`config.mk`:
```
export PLATFORM = sky130hd
export DESIGN_NAME = apb_delayer_multi
export DESIGN_NICKNAME = d
export VERILOG_FILES = /design/src/rtl/apb_delayer_pkg.sv /design/src/rtl/apb_win_decode.sv /design/src/rtl/apb_delayer_multi.sv
export SDC_FILE = /design/constraint.sdc
export NUM_CORES = 1
export LEC_CHECK = 0
export BUFFER_PORTS_ARGS = -buffer_cell sky130_fd_sc_hd__buf_2
export CAP_MARGIN = 30
export CORE_MARGIN = 5
export CORE_UTILIZATION = 30
export CTS_BUF_LIST = sky130_fd_sc_hd__clkbuf_16
export CTS_CLUSTER_DIAMETER = 50
export DETAILED_ROUTE_END_ITERATION = 6
export GPL_TIMING_DRIVEN = 0
export SYNTH_ARGS = -nofsm -noshare
export SYNTH_HDL_FRONTEND = slang
export SYNTH_SLANG_ARGS = --single-unit
```
`constraint.sdc`:
```
create_clock -name clock -period 24.8 [get_ports clock]
set_input_delay 4.96 -clock clock [delete_from_list [all_inputs] [get_ports clock]]
set_output_delay 4.96 -clock clock [all_outputs]
set_load 0.005 [all_outputs]
```
`src/rtl/apb_delayer_pkg.sv`:
```
// rtl/apb_delayer_pkg.sv - shared state type and default widths for the APB timing-scaling delayer
package apb_delayer_pkg;

    typedef enum logic [1:0] {
        IDLE   = 2'd0,
        ACCESS = 2'd1,
        HOLD   = 2'd2,
        ERR    = 2'd3
    } state_t;

    localparam int CNT_W_DEF = 10;
    localparam int RATIO_W   = 8;

endpackage

```
`src/rtl/apb_win_decode.sv`:
```
// rtl/apb_win_decode.sv - combinational address window decoder; lowest hitting window wins
module apb_win_decode
    import apb_delayer_pkg::*;
#(
    parameter int                           NUM_WIN  = 2,
    parameter logic [NUM_WIN*32-1:0]        WIN_BASE = {32'h0F00_0000, 32'hA000_0000},
    parameter logic [NUM_WIN*32-1:0]        WIN_MASK = {32'hFF00_0000, 32'hE000_0000},
    parameter logic [NUM_WIN*RATIO_W-1:0]   WIN_R    = {8'd8, 8'd24},
    parameter int                           IDX_W    = (NUM_WIN > 1) ? $clog2(NUM_WIN) : 1
) (
    input  logic [31:0]         paddr,
    output logic                hit,
    output logic [IDX_W-1:0]    index,
    output logic [RATIO_W-1:0]  ratio
);

    // Scan from the top so the lowest matching index is the last assignment.
    always_comb begin
        hit   = 1'b0;
        index = '0;
        ratio = '0;
        for (int i = NUM_WIN - 1; i >= 0; i--) begin
            if ((paddr & WIN_MASK[i*32 +: 32]) == WIN_BASE[i*32 +: 32]) begin
                hit   = 1'b1;
                index = IDX_W'(i);
                ratio = WIN_R[i*RATIO_W +: RATIO_W];
            end
        end
    end

endmodule

```
`src/rtl/apb_delayer_multi.sv`:
```
// rtl/apb_delayer_multi.sv - per-window APB timing scaler; APB_DELAYER_TIMEOUT_EN adds a downstream timeout
module apb_delayer_multi
    import apb_delayer_pkg::*;
#(
    parameter int                           NUM_WIN  = 2,
    parameter logic [NUM_WIN*32-1:0]        WIN_BASE = {32'h0F00_0000, 32'hA000_0000},
    parameter logic [NUM_WIN*32-1:0]        WIN_MASK = {32'hFF00_0000, 32'hE000_0000},
    parameter logic [NUM_WIN*RATIO_W-1:0]   WIN_R    = {8'd8, 8'd24},
    parameter int                           S_LOG2   = 3,
    parameter int                           CNT_W    = CNT_W_DEF,
    parameter int                           TIMEOUT  = 16
) (
    input  logic        clock,
    input  logic        reset,
    input  logic [31:0] in_paddr,
    input  logic        in_psel,
    input  logic        in_penable,
    input  logic [2:0]  in_pprot,
    input  logic        in_pwrite,
    input  logic [31:0] in_pwdata,
    input  logic [3:0]  in_pstrb,
    output logic        in_pready,
    output logic [31:0] in_prdata,
    output logic        in_pslverr,
    output logic [31:0] out_paddr,
    output logic        out_psel,
    output logic        out_penable,
    output logic [2:0]  out_pprot,
    output logic        out_pwrite,
    output logic [31:0] out_pwdata,
    output logic [3:0]  out_pstrb,
    input  logic        out_pready,
    input  logic [31:0] out_prdata,
    input  logic        out_pslverr
);

    localparam int IDX_W = (NUM_WIN > 1) ? $clog2(NUM_WIN) : 1;
    localparam int XW    = CNT_W + RATIO_W;
    localparam logic [CNT_W-1:0] CNT_MAX = '1;

    state_t               state, state_nxt;
    logic [CNT_W-1:0]     cnt, cnt_nxt;
    logic [CNT_W-1:0]     hold_cnt, hold_nxt;
    logic [IDX_W-1:0]     idx_lat, idx_nxt;
    logic [31:0]          prdata_lat, prdata_nxt;
    logic                 pslverr_lat, pslverr_nxt;

    logic                 dec_hit;
    logic [IDX_W-1:0]     dec_idx;
    logic [RATIO_W-1:0]   dec_ratio, lat_ratio, r_cur;
    logic [XW-1:0]        n_cyc, prod, t_cyc, extra_w;
    logic [CNT_W-1:0]     extra;
    logic                 gate;

    apb_win_decode #(
        .NUM_WIN  (NUM_WIN),
        .WIN_BASE (WIN_BASE),
        .WIN_MASK (WIN_MASK),
        .WIN_R    (WIN_R),
        .IDX_W    (IDX_W)
    ) u_decode (
        .paddr (in_paddr),
        .hit   (dec_hit),
        .index (dec_idx),
        .ratio (dec_ratio)
    );

    assign out_paddr  = in_paddr;
    assign out_pprot  = in_pprot;
    assign out_pwrite = in_pwrite;
    assign out_pwdata = in_pwdata;
    assign out_pstrb  = in_pstrb;

    // Downstream never sees the master's extended access cycles.
    assign gate        = (state == HOLD) || (state == ERR);
    assign out_psel    = in_psel & ~gate;
    assign out_penable = in_penable & ~gate;

    // Master-visible length T = N*R >> S_LOG2; extra cycles are held after the slave answers.
    assign lat_ratio = WIN_R[int'(idx_lat)*RATIO_W +: RATIO_W];
    assign r_cur     = (state == ACCESS) ? lat_ratio : dec_ratio;
    assign n_cyc     = (state == ACCESS) ? XW'(cnt) + XW'(1) : XW'(1);
    assign prod      = n_cyc * XW'(r_cur);
    assign t_cyc     = prod >> S_LOG2;
    assign extra_w   = (t_cyc > n_cyc) ? t_cyc - n_cyc : '0;
    assign extra     = (extra_w > XW'(CNT_MAX)) ? CNT_MAX : extra_w[CNT_W-1:0];

    always_ff @(posedge clock or posedge reset) begin
        if (reset) begin
            state       <= IDLE;
            cnt         <= '0;
            hold_cnt    <= '0;
            idx_lat     <= '0;
            prdata_lat  <= '0;
            pslverr_lat <= 1'b0;
        end else begin
            state       <= state_nxt;
            cnt         <= cnt_nxt;
            hold_cnt    <= hold_nxt;
            idx_lat     <= idx_nxt;
            prdata_lat  <= prdata_nxt;
            pslverr_lat <= pslverr_nxt;
        end
    end

    always_comb begin
        state_nxt   = state;
        cnt_nxt     = cnt;
        hold_nxt    = hold_cnt;
        idx_nxt     = idx_lat;
        prdata_nxt  = prdata_lat;
        pslverr_nxt = pslverr_lat;
        in_pready   = out_pready;
        in_prdata   = out_prdata;
        in_pslverr  = out_pslverr;
        case (state)
            IDLE: begin
                if (in_psel && in_penable && dec_hit) begin
                    idx_nxt = dec_idx;
                    if (!out_pready) begin
                        cnt_nxt    = CNT_W'(1);
                        state_nxt  = ACCESS;
                        in_pslverr = 1'b0;
                    end else if (extra != '0) begin
                        prdata_nxt  = out_prdata;
                        pslverr_nxt = out_pslverr;
                        hold_nxt    = extra - CNT_W'(1);
                        state_nxt   = HOLD;
                        in_pready   = 1'b0;
                        in_pslverr  = 1'b0;
                    end
                end
            end
            ACCESS: begin
                if (!in_psel) begin
                    state_nxt  = IDLE;
                    in_pready  = 1'b0;
                    in_pslverr = 1'b0;
                end else if (out_pready) begin
                    if (extra == '0) begin
                        state_nxt = IDLE;
                    end else begin
                        prdata_nxt  = out_prdata;
                        pslverr_nxt = out_pslverr;
                        hold_nxt    = extra - CNT_W'(1);
                        state_nxt   = HOLD;
                        in_pready   = 1'b0;
                        in_pslverr  = 1'b0;
                    end
                end else begin
                    in_pready  = 1'b0;
                    in_pslverr = 1'b0;
`ifdef APB_DELAYER_TIMEOUT_EN
                    if (n_cyc >= XW'(TIMEOUT)) begin
                        state_nxt = ERR;
                    end else if (cnt != CNT_MAX) begin
                        cnt_nxt = cnt + CNT_W'(1);
                    end
`else
                    if (cnt != CNT_MAX) begin
                        cnt_nxt = cnt + CNT_W'(1);
                    end
`endif
                end
            end
            HOLD: begin
                in_prdata  = prdata_lat;
                in_pslverr = pslverr_lat;
                if (!in_psel) begin
                    state_nxt = IDLE;
                    in_pready = 1'b0;
                end else if (hold_cnt == '0) begin
                    state_nxt = IDLE;
                    in_pready = 1'b1;
                end else begin
                    hold_nxt  = hold_cnt - CNT_W'(1);
                    in_pready = 1'b0;
                end
            end
`ifdef APB_DELAYER_TIMEOUT_EN
            ERR: begin
                state_nxt  = IDLE;
                in_pready  = 1'b1;
                in_pslverr = 1'b1;
                in_prdata  = '0;
            end
`endif
            default: begin
                state_nxt = IDLE;
            end
        endcase
    end

endmodule

```
==> out/metrics.cfg, run 1 <==
[cts]
cts_hold_buf = 0
clk_latency_ns = 0.30
cts_sinks = 56
htree_levels = 2
cts_buffers = 5
cts_setup_buffers = 0
cts_buffer_depth = 2
ctsResizeCount = 0
cts_root_buf = clkbuf_16
tritoncts = yes
path_clk_slew_ns = 0.07

[drt]
viasPerCell = 4.66
top_layer = met4
wl_met3_um = 687
totalWireLength_mm = 12.7
first_iter_violations = 154
antenna_left = 0
dr.pass1.iters = 4
drc_errors = 0
wire_per_inst_um = 13.2
wl_met1_mm = 5.51
wl_met2_mm = 6.32
vias = 4498

[synth]
synth_edf_count = 0
syn_area_mm2 = 0.00539
synth.avg_cell_area_um2 = 9.39
yosys_warnings = 0
synth_cells = 574
synth_seq_area_share_pct = 26.0
syn_nets = 741
ys_types = 64
synth-main-ff-cell = dfrtp_1
synth-seq-cells = 56
async_flop_share_pct = 100

[worst_setup_path]
start_kind = input port
r2r_start = state[1]
cpMostUsedCell = ha_1
slowest_delay_ns = 0.44
cp_max_fo = 10
crit_buf_inv = 2
arrival_ns = 11.04
crit_path_end_kind = output port
crit_slowest_cell = fa_1
startpoint = in_paddr[30]
required_ns = 19.84
cpLargestDelayFamily = compound AO/OA/AOI/OAI gates
path_class = input port to output port

[sta]
rsz0062_at_grt = false
slew_headroom_pct = 54.1
setup_viol = 0
finalCriticalPeriod_ns = 16.00
worst_slew_pin_slew_ns = 0.688
finalHoldViolations = 0
fin_hold_ws_ns = 0.504
finalCritPeriodShare_pct = 64.5
tns_ns = 0
layout_setup_ws_ns = 8.80
skew_ns = 0.00626
clock.fmax_mhz = 62.5
slew_violations = 0

[global_route]
grt_pass1_wl_mm = 20.1
grt_pass1_vias = 4349
antenna_found_initial = 0
grt_remaining_overflow = 0
grt_usage_pct = 11.4
grt_start_max_net_pins = 39

[die]
die_w_um = 144
coreArea_mm2 = 0.0178
die_h_um = 144
fp-row-count = 49
die-area_mm2 = 0.0208
start_util_pct = 30.2
ios = 218

[min_path]
hold_class = register to register
worstHoldStart = prdata_lat[25]

[placement]
place.gp.congestion = 0.841
port_buffers = 153
place_hpwl_mm = 10.5
dp_slack_ns = 8.83

[job]
drv_cap = 0

[power]
p_total_mw = 0.767
p_per_area_mw_per_mm2 = 116
vdd_drop_max_uv = 50.7
leakagePower_nw = 3.35

[final_layout]
final_cell_mix = buf_2, mux2_2, buf_4
n_antenna_cell = 0
syn2layout_area_growth_pct = 22.6
fin_nets = 902
fill_cells = 1832
mostFrequentLayoutCell = buf_2
drive_above_1_share_pct = 44.4

[status]
status = finished, final reports clean

-- Yosys cell counts (6+ instances only) --
library cell,count,area (µm²)
xnor2_1,15,131
o21ai_0,28,140
nand3_1,12,60.1
mux2_2,73,822
ha_1,54,676
inv_1,23,86.3
a21oi_1,29,145
a31oi_1,6,37.5
a211oi_1,7,52.6
nor2_1,28,105
clkbuf_1,9,33.8
xor2_1,13,114
and2_1,7,43.8
nand2_1,41,154
dfrtp_1,56,1400
buf_4,73,548
-- cell type report --
| type | count | area, µm² | share of cell area [%] |
|---|---|---|---|
| clock inverters | 3 | 20.0 | 0.303 |
| plain buffers | 90 | 617 | 9.33 |
| clock buffers | 5 | 125 | 1.89 |
| repair buffers | 154 | 786 | 11.9 |
| inverters | 24 | 90.1 | 1.36 |
| well taps | 229 | 287 | 4.33 |
| multi-input cells | 404 | 3280 | 49.7 |
| flip-flops and latches | 56 | 1400 | 21.2 |
-- report_power, final --
group          switching [mW]  internal, mW  total, mW  leakage [nW]
Sequential             0.0242         0.132      0.156         0.691
Combinational           0.288         0.251      0.539          2.59
Clock                  0.0338        0.0374     0.0711        0.0712
Total                   0.346         0.421      0.767          3.35
-- state kept, by name (all words and copies together), names as in the netlist --
name and flops:
prdata_lat 32, cnt 10, hold_cnt 10, state 2, idx_lat 1, pslverr_lat 1
-- through the flow --
step	util (%)	cells	cell area [µm²]
2_1_floorplan	-	574	5390
3_3_place_gp	36.1	956	6440
3_5_place_dp	36.2	957	6460
4_1_cts	37.1	965	6610
5_1_grt	37.1	965	6610
6_report	37.1	965	6610
-- logic make-up (layout without fill, tap and decap cells) --
group,Yosys count,in the layout,synth area share (%)
xor gates and xnor gates,29,29,4.97
AOI/OAI and AO/OA,112,112,14.2
muxes,75,75,15.6
buffers and inverters,114,276,13.1
DFF,56,56,26.0
adders and majority gates,57,57,13.6
and+or+nand+nor,131,131,12.5
-- worst register-to-register path, delay by kind of cell, from the launching register on --
family / cells / cell delay [ns]
flip-flops: 1 / 0.41
AND/OR/NAND/NOR: 6 / 1.15
adder cells (fa/ha/maj): 8 / 2.25
multiplexers: 1 / 0.51
AO/OA/AOI/OAI: 9 / 1.95
buffers and inverters: 4 / 1.18
XOR/XNOR: 2 / 0.52
-- final timing paths --
path | end | slack [ns] | cells past startpoint
min in group asynchronous | prdata_lat[8] | 4.66 | 2
max in group asynchronous | prdata_lat[17] | 19.58 | 3
setup reg to reg | hold_cnt[4] | 16.77 | 30
setup / recovery | in_pready | 8.80 | 25
hold reg to reg | prdata_lat[25] | 0.50 | 1
hold / removal | prdata_lat[25] | 0.50 | 1
-- routing by layer --
metal,vias up,GRT usage (%)
met5,-,0
met4,0,2.87
met3,10,1.19
met2,115,20.0
met1,2073,15.1
li1,2300,-
Power figures use the tool's default switching activity.
==> run 2, diff against run 1 <==
ABC_AREA = 1   (was not set)
clock period = 14.2 ns   (was 24.8 ns; I/O delays follow)
==> run 2 against run 1 <==
First-iteration DRC count rose by 40%. Non-clock buffer count increased by 3. Via count up 22%. Hold slack worse by 0.020 ns. Critical path depth rose by 3. Cell count up 31%. Wire length grew 14%. Clock skew shrank 0.0016 ns. Sequential cell count stayed put. Clock power grew 100%.
==> out/metrics.cfg, run 2 <==
[status]
status = finished, final reports clean

[worst_setup_path]
r2r_start = state[1]
cp_max_fo = 10
crit_path_end_kind = output port
path_class = input port to output port
start_kind = input port
arrival_ns = 8.27
required_ns = 11.36
startpoint = in_paddr[31]

[final_layout]
largest_register_ffs = 32
n_antenna_cell = 0
fin_nets = 1167
regMostFlops = prdata_lat
stdcell_count = 1266
final_cell_mix = nand2_1, buf_2, inv_1
reg_top3 = prdata_lat (32), cnt (10), hold_cnt (10)
syn2layout_area_growth_pct = 21.8
drive_above_1_share_pct = 33.4
stdcell_area_mm2 = 0.00719
mostFrequentLayoutCell = nand2_1

[sta]
finalCriticalPeriod_ns = 11.11
rsz0062_at_grt = false
setup_viol = 0
slew_headroom_pct = 47.9
clock.fmax_mhz = 90.0
finalHoldViolations = 0
finalCritPeriodShare_pct = 78.2
worst_slew_pin_slew_ns = 0.776
tns_ns = 0
skew_ns = 0.00461
slew_violations = 0
layout_setup_ws_ns = 3.09

[global_route]
antenna_found_initial = 0
grt_remaining_overflow = 0
grt_pass1_vias = 5105
grt_usage_pct = 12.4
grt_pass1_wl_mm = 23.5
grt_start_max_net_pins = 42

[drt]
viasPerCell = 4.34
vias = 5493
dr.pass1.iters = 4
wl_met3_um = 829
wire_per_inst_um = 11.4
drc_errors = 0
wl_met1_mm = 6.53
totalWireLength_mm = 14.5
antenna_left = 0
wl_met2_mm = 6.95
first_iter_violations = 215
top_layer = met4

[synth]
yosysMostFrequentCell = nand2_1
synth_edf_count = 0
synth_top_area_share_pct = 23.7
syn_area_mm2 = 0.00590
syn_nets = 1006
synth_seq_area_share_pct = 23.7
synth_cells = 839
synth-seq-cells = 56
yosys-top-cells-count = nand2_1, inv_1, buf_4
yosys_warnings = 0
synth_top_area_cell = dfrtp_1
synth-main-ff-cell = dfrtp_1
ys_types = 39
yosys-top-cells-area = dfrtp_1, nand2_1, ha_1
async_flop_share_pct = 100
synth.avg_cell_area_um2 = 7.04

[cts]
cts_buffer_depth = 2
cts_setup_buffers = 0
htree_levels = 2
path_clk_slew_ns = 0.07
cts_hold_buf = 0
cts_buffers = 5
cts_sinks = 56
clk_latency_ns = 0.29
ctsResizeCount = 0
tritoncts = yes
cts_root_buf = clkbuf_16

[power]
vdd_drop_max_uv = 82.7
clockPowerShare_pct = 9.7
p_per_area_mw_per_mm2 = 204
p_sw_mw = 0.751
p_comb_share_pct = 72.0
p_seq_share_pct = 18.3
p_sw_share_pct = 51.3
leakagePower_nw = 4.04
p_int_mw = 0.713

[min_path]
worstHoldStart = prdata_lat[29]
hold_class = register to register

[placement]
place_hpwl_mm = 12.0
port_buffers = 153
place_area_mm2 = 0.00702
numPlacedInstances = 1258
place.gp.congestion = 0.855
dp_slack_ns = 3.16

[die]
ios = 218
die_w_um = 150
fp-row-count = 51
die-area_mm2 = 0.0226
start_util_pct = 30.4
coreArea_mm2 = 0.0194
die_h_um = 150

[job]
drv_cap = 0

## run 2: cell types whose count changed in the layout (fill, tap and decap cells not counted), moves of 7 or more
cell / delta
nor2_1: +22
o21ai_2: +32
nand2_2: +38
xnor2_1: -8
inv_1: +99
and2_1: -7
nand3_1: +28
nand2_1: +156
o21ai_0: +23
o21ai_1: +9
mux2_2: -73
a211oi_1: -7
## run 2: cell type report
class / instances / area [µm²]
plain buffers: 93 / 711
clock inverters: 3 / 42.5
multi-input cells: 563 / 3310
flip-flops and latches: 56 / 1400
clock buffers: 5 / 125
repair buffers: 154 / 786
well taps: 265 / 332
inverters: 127 / 477
fillers: 2108 / 12200
## run 2: cell families after synthesis
family / after synthesis / synth area share, %
xor+xnor: 14 / 2.08
simple gates: 359 / 27.4
flops: 56 / 23.7
fa+ha+maj: 57 / 12.5
buf+inv: 220 / 20.1
compound gates: 133 / 14.2
## run 2: final timing paths
| check | to | cells after the start | slack, ns |
|---|---|---|---|
| worst max register to register | hold_cnt[6] | 33 | 7.67 |
| max in group asynchronous | prdata_lat[8] | 3 | 11.14 |
| worst min-delay path | prdata_lat[29] | 2 | 0.48 |
| min in group asynchronous | cnt[9] | 2 | 2.52 |
| worst max-delay path | in_pready | 28 | 3.09 |
| worst min register to register | prdata_lat[29] | 2 | 0.48 |
## run 2: layer usage
| metal | up-vias | track usage [%] |
|---|---|---|
| met2 | 145 | 21.4 |
| met4 | 0 | 2.84 |
| met5 | - | 0 |
| met1 | 2422 | 16.4 |
| met3 | 9 | 1.66 |
| li1 | 2917 | - |
## run 2: power groups by stage
stage | Combinational, mW | Clock (mW) | Sequential (mW)
after floorplan | 0.828 | 0 | 0.262
after global placement | 1.05 | 0 | 0.268
after detailed placement | 1.06 | 0 | 0.270
after CTS | 1.06 | 0.148 | 0.267
after global routing | 1.20 | 0.152 | 0.276
final | 1.05 | 0.142 | 0.267
## run 2: critical path: stages
cell	delay [ns]
buf_2	0.11
nand2_1	0.08
nor2_1	0.07
o21ai_1	0.61
nor2_1	0.13
ha_1	0.33
ha_1	0.27
ha_1	0.30
ha_1	0.27
fa_1	0.42
nand3_1	0.10
nand2_1	0.10
a31oi_1	0.18
xnor2_1	0.09
ha_1	0.39
nand2_1	0.13
nor4_1	0.30
nand2_1	0.12
nand3_1	0.10
nand2_1	0.06
o21ai_2	0.34
nand4_2	0.22
inv_2	0.15
nand2_2	0.10
nand2_1	0.07
nand2_1	0.05
a31oi_1	0.18
buf_2	0.14
## run 2: metrics by stage
stage                     util (%)  power (mW)  hold WS [ns]
final                         37.1        1.46         0.484
after global routing          37.1        1.63         0.498
after CTS                     37.1        1.48         0.488
after detailed placement      36.2        1.33         0.470
after global placement        36.1        1.32         0.467
after floorplan                  -        1.09         0.453
